$ cat config.mk
export PLATFORM = sky130hd
export DESIGN_NAME = control_unit_flat
export DESIGN_NICKNAME = d
export VERILOG_FILES = /design/src/rtl/control_unit_if.sv /design/src/rtl/control_unit.sv /design/src/flat_wrapper.sv
export SDC_FILE = /design/constraint.sdc
export NUM_CORES = 1
export LEC_CHECK = 0
export CORE_AREA = 2 2 39 41
export CTS_CLUSTER_DIAMETER = 150
export CTS_CLUSTER_SIZE = 14
export DETAILED_ROUTE_END_ITERATION = 10
export DIE_AREA = 0 0 41 43
export PLACE_DENSITY = 0.68
export REMOVE_ABC_BUFFERS = 1
export SKIP_CTS_REPAIR_TIMING = 1
export SLEW_MARGIN = 5
export SYNTH_ARGS = -nofsm -noshare
export SYNTH_HDL_FRONTEND = slang
export SYNTH_SLANG_ARGS = --single-unit
$ cat constraint.sdc
create_clock -name clk -period 0.8 [get_ports clk]
set_input_delay 0.16 -clock clk [delete_from_list [all_inputs] [get_ports clk]]
set_output_delay 0.16 -clock clk [all_outputs]
set_load 0.03 [all_outputs]
$ cat src/rtl/control_unit_if.sv
// Opcode in, registered decode strobes out; the names match the datapath's control pins.
interface control_unit_if;
  logic [3:0] opcode;
  logic       RegDst, Branch, Bneq, MemRead, MemtoReg;
  logic       AluOp2, AluOp1, AluOp0;
  logic       MemWrite, AluSrc, RegWrite, Slti, illegal;

  modport master (
    output opcode,
    input  RegDst, Branch, Bneq, MemRead, MemtoReg, AluOp2, AluOp1, AluOp0,
           MemWrite, AluSrc, RegWrite, Slti, illegal
  );
  modport slave (
    input  opcode,
    output RegDst, Branch, Bneq, MemRead, MemtoReg, AluOp2, AluOp1, AluOp0,
           MemWrite, AluSrc, RegWrite, Slti, illegal
  );
endinterface

$ cat src/rtl/control_unit.sv
// Main decoder: 4-bit opcode -> datapath control strobes, registered with one cycle latency.
module control_unit (
  input  logic           clk,
  input  logic           rst,
  control_unit_if.slave  bus
);
  typedef struct packed {
    logic       reg_dst;
    logic       branch;
    logic       bneq;
    logic       mem_read;
    logic       mem_to_reg;
    logic [2:0] alu_op;
    logic       mem_write;
    logic       alu_src;
    logic       reg_write;
    logic       slti;
    logic       illegal;
  } ctrl_t;

  ctrl_t dec, q;

  // Unmatched opcodes (including X/Z) fall to default and decode as an illegal NOP.
  always_comb begin
    dec = '0;
    case (bus.opcode)
      4'b0000: begin dec.reg_dst = 1'b1; dec.reg_write = 1'b1; dec.alu_op = 3'b111; end
      4'b0001: begin dec.alu_src = 1'b1; dec.reg_write = 1'b1; dec.alu_op = 3'b000; end
      4'b0010: begin dec.alu_src = 1'b1; dec.reg_write = 1'b1; dec.alu_op = 3'b010; end
      4'b0011: begin dec.alu_src = 1'b1; dec.reg_write = 1'b1; dec.alu_op = 3'b011; end
      4'b0100: begin dec.alu_src = 1'b1; dec.reg_write = 1'b1; dec.alu_op = 3'b100; end
      4'b0101: begin dec.branch  = 1'b1; dec.alu_op = 3'b001; end
      4'b0110: begin dec.branch  = 1'b1; dec.bneq = 1'b1; dec.alu_op = 3'b001; end
      4'b0111: begin
        dec.alu_src = 1'b1; dec.reg_write = 1'b1; dec.slti = 1'b1; dec.alu_op = 3'b001;
      end
      4'b1000: begin
        dec.mem_read = 1'b1; dec.mem_to_reg = 1'b1; dec.alu_src = 1'b1; dec.reg_write = 1'b1;
      end
      4'b1001: begin dec.mem_write = 1'b1; dec.alu_src = 1'b1; end
      default: dec.illegal = 1'b1;
    endcase
  end

  always_ff @(posedge clk) begin
    if (rst) q <= '0;
    else     q <= dec;
  end

  assign bus.RegDst   = q.reg_dst;
  assign bus.Branch   = q.branch;
  assign bus.Bneq     = q.bneq;
  assign bus.MemRead  = q.mem_read;
  assign bus.MemtoReg = q.mem_to_reg;
  assign bus.AluOp2   = q.alu_op[2];
  assign bus.AluOp1   = q.alu_op[1];
  assign bus.AluOp0   = q.alu_op[0];
  assign bus.MemWrite = q.mem_write;
  assign bus.AluSrc   = q.alu_src;
  assign bus.RegWrite = q.reg_write;
  assign bus.Slti     = q.slti;
  assign bus.illegal  = q.illegal;
endmodule

$ cat src/flat_wrapper.sv
// flat-port wrapper written by rule: the top's interface ports become plain ports
module control_unit_flat 
  (clk, rst, bus_opcode, bus_RegDst, bus_Branch, bus_Bneq, bus_MemRead, bus_MemtoReg, bus_AluOp2, bus_AluOp1, bus_AluOp0, bus_MemWrite, bus_AluSrc, bus_RegWrite, bus_Slti, bus_illegal);
  control_unit_if bus_i ();
  input  logic clk;
  input  logic rst;
  input wire logic [$bits(bus_i.opcode)-1:0] bus_opcode;
  output wire logic [$bits(bus_i.RegDst)-1:0] bus_RegDst;
  output wire logic [$bits(bus_i.Branch)-1:0] bus_Branch;
  output wire logic [$bits(bus_i.Bneq)-1:0] bus_Bneq;
  output wire logic [$bits(bus_i.MemRead)-1:0] bus_MemRead;
  output wire logic [$bits(bus_i.MemtoReg)-1:0] bus_MemtoReg;
  output wire logic [$bits(bus_i.AluOp2)-1:0] bus_AluOp2;
  output wire logic [$bits(bus_i.AluOp1)-1:0] bus_AluOp1;
  output wire logic [$bits(bus_i.AluOp0)-1:0] bus_AluOp0;
  output wire logic [$bits(bus_i.MemWrite)-1:0] bus_MemWrite;
  output wire logic [$bits(bus_i.AluSrc)-1:0] bus_AluSrc;
  output wire logic [$bits(bus_i.RegWrite)-1:0] bus_RegWrite;
  output wire logic [$bits(bus_i.Slti)-1:0] bus_Slti;
  output wire logic [$bits(bus_i.illegal)-1:0] bus_illegal;
  assign bus_i.opcode = bus_opcode;
  assign bus_RegDst = bus_i.RegDst;
  assign bus_Branch = bus_i.Branch;
  assign bus_Bneq = bus_i.Bneq;
  assign bus_MemRead = bus_i.MemRead;
  assign bus_MemtoReg = bus_i.MemtoReg;
  assign bus_AluOp2 = bus_i.AluOp2;
  assign bus_AluOp1 = bus_i.AluOp1;
  assign bus_AluOp0 = bus_i.AluOp0;
  assign bus_MemWrite = bus_i.MemWrite;
  assign bus_AluSrc = bus_i.AluSrc;
  assign bus_RegWrite = bus_i.RegWrite;
  assign bus_Slti = bus_i.Slti;
  assign bus_illegal = bus_i.illegal;
  control_unit u_core (.clk(clk), .rst(rst), .bus(bus_i));
endmodule
==> flow_metrics.py, run 1 <==
metrics = {
    "clock_network": {
        "numCtsBuffers": 3,
        "path_clk_slew_ns": 0.07,
        "cts-htree-levels": 1,
        "clock_path_buffers": 2,
        "clkSinkCount": 12,
        "ctsRootBufferMaster": "clkbuf_4",
        "cts_tree": "yes",
    },
    "layout": {
        "multi_input_area_um2": 191.4,
        "nNetsFinal": 79,
        "fillerInstances": 124,
        "final_cell_mix": "15 x buf_6, 12 x dfxtp_2, 5 x buf_4",
        "regArea_um2": 255.2,
        "drive_above_1_share": 0.6389,
        "fin_area_um2": 778.2,
        "syn2layout_area_growth_pct": 73.74,
        "final_common_cell": "buf_6",
        "antenna_cells": 0,
    },
    "timing": {
        "fmax_ghz": 1.122,
        "finalHoldViolCount": 0,
        "slew_viol_final": 0,
        "fin_crit_sh": 1.114,
        "tns_ns": -0.9657,
        "layout_setup_ws_ns": -0.09115,
        "rsz0062_at_grt": "true",
        "layout_min_cycle_time_ns": 0.8912,
        "relSlewSlack": 0.8254,
        "setup_viol": 13,
        "max_slew.worst_pin.slew_ns": 0.2596,
    },
    "global_routing": {
        "grt_max_degree": 14,
        "antenna_found_initial": 0,
        "grt_pass1_vias": 342,
        "grtUsageTotal": 0.1207,
        "grt-ovfl-total": 0,
        "grt_first_pass_wirelength_um": 1449,
    },
    "logic_synthesis": {
        "synth_seq_cells": 12,
        "synth_area_um2": 447.9,
        "yosysUniqueCellTypes": 21,
        "ys_seq_area_frac": 0.5363,
        "synthCells": 46,
        "synth_area_per_cell_um2": 9.738,
        "yosys_warnings": 0,
    },
    "worst_hold_path": {
        "min_path_type": "input port to flip-flop",
        "hold_start": "rst",
    },
    "power": {
        "finalPower_uw": 1347,
        "swShare": 0.2455,
        "combPwrFrac": 0.181,
        "power_density_nw_per_um2": 1731,
        "clkPwrFrac": 0.350,
        "internal_power_uw": 1017,
        "p_seq_frac": 0.469,
        "irDropWorstVdd_v": 0.0006424,
        "leakage_uw": 0.0003785,
        "p_switching_uw": 330.7,
    },
    "drt": {
        "viasPerCell": 4.727,
        "wire_per_inst_um": 11.57,
        "drt_iter0_markers": 0,
        "first_pass_iters": 1,
        "routed_wl_um": 1018,
        "antenna_left": 0,
        "dr_total_vias": 416,
        "drc": 0,
    },
    "floorplanning": {
        "fp.dieW_um": 41,
        "core_area_um2": 1384,
        "initial_core_util": 0.3237,
        "ioPinCount": 19,
        "die_area_um2": 1763,
        "die-height_um": 43,
        "num_rows": 14,
    },
    "outcome": {
        "status": "finished, violations left",
        "violations": "negative setup slack",
    },
    "critical_path": {
        "path_cells": "buf_6",
        "cp_num_buf_inv": 1,
        "critPathMaxStageDelay_ns": 0.34,
        "startpoint": "u_core.bus.MemtoReg",
        "cp-start-kind": "flip-flop",
        "end_kind": "output pin",
        "slowest_stage": "dfxtp_2",
        "cp_num_cells": 1,
        "crit_type": "flip-flop to output pin",
        "crit_fanout": 2,
        "crit_family": "flip-flops",
        "cp_data_required_time_ns": 0.64,
        "crit_arrival_ns": 0.73,
        "timing.critical_path.to": "bus_MemtoReg",
    },
    "place": {
        "place_area_um2": 635.6,
        "gp_congestion": 0.7076,
        "hpwlAfterDp_um": 640.3,
        "io_buffers": 18,
    },
    "flow_run": {
        "cap_violations": 0,
    },
}
[layer usage]
metal	vias to the layer above	part of all wire	GRT usage
met3	0	0.074	0.03141
li1	208	-	-
met4	0	0	0.06000
met1	194	0.41	0.1715
met2	14	0.51	0.1625
met5	-	0	0
[how the worst min path moves through the flow]
stage | slack, ns | depth (start not counted) | to
after detailed placement | 0.59 | 1 | bus_RegDst
after global placement | 0.59 | 1 | bus_AluOp2
after floorplan | 0.23 | 1 | u_core.bus.RegWrite
final | 0.18 | 2 | u_core.bus.RegWrite
after global routing | 0.19 | 2 | u_core.bus.RegWrite
after CTS | 0.54 | 2 | u_core.bus.RegWrite
[Yosys cell counts]
cell     number  area, µm²
o211a_1       1      10.01
nor3b_1       1      7.510
nor4_1        2      12.51
or3b_1        1      8.760
a21oi_1       3      15.01
buf_4         3      22.52
nor3_1        3      15.01
xor2_1        2      17.52
nor4b_1       1      8.760
nand2_1       1      3.750
a21o_2        1      8.760
and3_1        1      6.260
nor2_1        4      15.01
dfxtp_1      12      240.2
buf_2         2      10.01
inv_1         1      3.750
nor2b_1       1      6.260
o21ai_0       3      15.01
and2_1        1      6.260
nand3_1       1      5.000
a211o_2       1      10.01
[kinds of logic after synthesis]
family,count (synthesis),synth area share
compound gates,9,0.1313
flops,12,0.5363
xor+xnor,2,0.03911
simple gates,17,0.2123
buf+inv,6,0.08099
[final cells by class]
type	instances	area share
Timing Repair Buffer	27	0.3489
Sequential cell	12	0.3280
Multi-Input combinational cell	28	0.2460
Clock buffer	4	0.04662
Tap cell	16	0.02572
Inverter	1	0.004823
[power by group through the flow]
stage / logic, µW / registers, µW / clock network (µW)
final: 244 / 632 / 471
after global routing: 265 / 634 / 528
after CTS: 215 / 624 / 484
after detailed placement: 215 / 638 / 0
after global placement: 213 / 637 / 0
after floorplan: 44.9 / 684 / 0
[through the flow]
stage            util  instances  hold slack, ns  worst slack [ns]
6_report       0.5624         88          0.1842          -0.09115
5_1_grt        0.5624         88          0.1906           -0.1332
4_1_cts        0.4855         86          0.5387           -0.3326
3_5_place_dp   0.4593         82          0.5882           -0.6129
3_3_place_gp   0.4593         82          0.5882           -0.5578
2_1_floorplan       -         41          0.2291          -0.01137
(Power assumes the default switching activity.)
==> inputs of run 2 (changes only) <==
--- a/config.mk
+++ b/config.mk
@@ -7,7 +7,6 @@
 export LEC_CHECK = 0
 export CORE_AREA = 2 2 39 41
 export CTS_CLUSTER_DIAMETER = 150
-export CTS_CLUSTER_SIZE = 14
 export DETAILED_ROUTE_END_ITERATION = 10
 export DIE_AREA = 0 0 41 43
 export PLACE_DENSITY = 0.68
==> results of run 2 <==
Final layout, timing and power as in run 1 (identical DEF).
==> inputs of run 3 (changes only) <==
--- a/config.mk
+++ b/config.mk
@@ -12,6 +12,7 @@
 export PLACE_DENSITY = 0.68
 export REMOVE_ABC_BUFFERS = 1
 export SKIP_CTS_REPAIR_TIMING = 1
+export SKIP_LAST_GASP = 1
 export SLEW_MARGIN = 5
 export SYNTH_ARGS = -nofsm -noshare
 export SYNTH_HDL_FRONTEND = slang
==> results of run 3 <==
Final layout, timing and power as in run 1 (identical DEF).
==> variant: new RTL, settings of run 3 <==
Reset style: asynchronous (`rst`), changed in one clocked block.
--- a/src/rtl/control_unit.sv
+++ b/src/rtl/control_unit.sv
@@ -44,3 +44,3 @@
 
-  always_ff @(posedge clk) begin
+  always_ff @(posedge clk or posedge rst) begin
     if (rst) q <= '0;
Function: differs if rst is asserted again (counterexample within 4 cycles, from zero or initial values and one cycle with rst high); with rst held inactive, the same outputs for 10 cycles.
==> variant against run 3 <==
The flow still finishes with violations (negative setup slack); sequential cell count unchanged; utilization increased by 1.5 points; worst setup slack got worse by 70 ps; critical endpoint unchanged; power decreased by 5.1%; critical path type unchanged; clock power decreased by 28%; design area increased by 2.7%; wire length decreased by 13%; cell count decreased by 10%; synthesized area increased by 12%.
==> variant: results <==
metrics = {
    "outcome": {
        "outcome": "finished with violations",
        "violations": "negative setup slack",
    },
    "critical_path": {
        "slowest_delay_ps": 400,
        "cp.arrival_ps": 800,
        "crit_slowest_cell": "dfrtp_1",
    },
    "global_routing": {
        "grt_pass1_vias": 314,
        "grt_pass1_wl_um": 1350,
        "grt_max_degree": 13,
        "grt_use_total_pct": 12.1,
    },
    "sta": {
        "setup_tns_ps": -1690,
        "setup_viol": 13,
        "fin_ws_ps": -161,
    },
    "layout": {
        "drive_above_1_share_pct": 42.9,
        "fin_nets": 71,
    },
    "detailed_routing": {
        "via_count": 368,
        "first_pass_iters": 4,
        "wl_per_cell_um": 11.2,
        "dr.first_iter.drc_count": 4,
    },
    "power_and_ir_drop": {
        "leakage_nw": 0.414,
        "vdd_drop_max_uv": 897,
    },
    "placed_design": {
        "dp.cells": 76,
        "dp_hpwl_um": 635,
    },
    "yosys": {
        "synthTopCellsByArea": "dfrtp_1 60%, buf_4 4.5%, nor3_1 4.0%, and3b_1 3.5%, nor3b_2 2.5%",
        "async_reset_ff_share_pct": 100,
        "syn_area_per_cell_um2": 12.6,
    },
    "hold_path": {
        "min_to": "u_core.bus.RegDst",
    },
}
-- variant: worst max path at each step --
stage	startpoint	endpoint	slack, ps	cells after the start
after global routing	u_core.bus.MemRead	bus_MemtoReg	-190	1
after CTS	bus_opcode[1]	u_core.bus.AluSrc	-330	3
after global placement	bus_opcode[1]	u_core.bus.AluSrc	-600	3
after detailed placement	bus_opcode[1]	u_core.bus.AluSrc	-610	3
after floorplan	u_core.bus.MemRead	bus_MemRead	-5	0
final	u_core.bus.MemRead	bus_MemtoReg	-160	1
-- variant: logic make-up after synthesis --
logic type | after synthesis | synth area share, %
AND/OR/NAND/NOR | 14 | 20.4
flip-flops | 12 | 59.7
XOR/XNOR | 2 | 3.48
buffers and inverters | 7 | 9.20
AO/OA/AOI/OAI | 5 | 7.21
-- variant: per-stage QoR --
step / hold slack (ps) / area, um^2
after global placement: 473 / 697
final: 182 / 800
after detailed placement: 480 / 697
after floorplan: 24.7 / 464
after global routing: 194 / 800
after CTS: 199 / 719
-- variant: metal layers --
layer	global-route usage, %	part of all wire, %	up-vias
met1	14.5	44	169
met3	4.71	4.9	2
met2	15.3	49	12
li1	-	-	185
met4	12.0	2.1	0
met5	0	0	-
-- variant: layout make-up --
| class | instances | area, um^2 |
|---|---|---|
| Fill cell | 106 | 584 |
| Sequential cell | 12 | 300 |
| Timing Repair Buffer | 25 | 275 |
| Multi-Input combinational cell | 21 | 174 |
| Clock buffer | 3 | 22.5 |
| Tap cell | 16 | 20.0 |
| Inverter | 2 | 7.51 |
-- variant: power groups by stage --
| stage | combinational (mW) | clock (mW) | sequential [mW] |
|---|---|---|---|
| floorplan | 0.0543 | 0 | 0.722 |
| global placement | 0.264 | 0 | 0.656 |
| detailed placement | 0.268 | 0 | 0.656 |
| CTS | 0.268 | 0.358 | 0.644 |
| global route | 0.310 | 0.377 | 0.652 |
| finish | 0.291 | 0.338 | 0.650 |
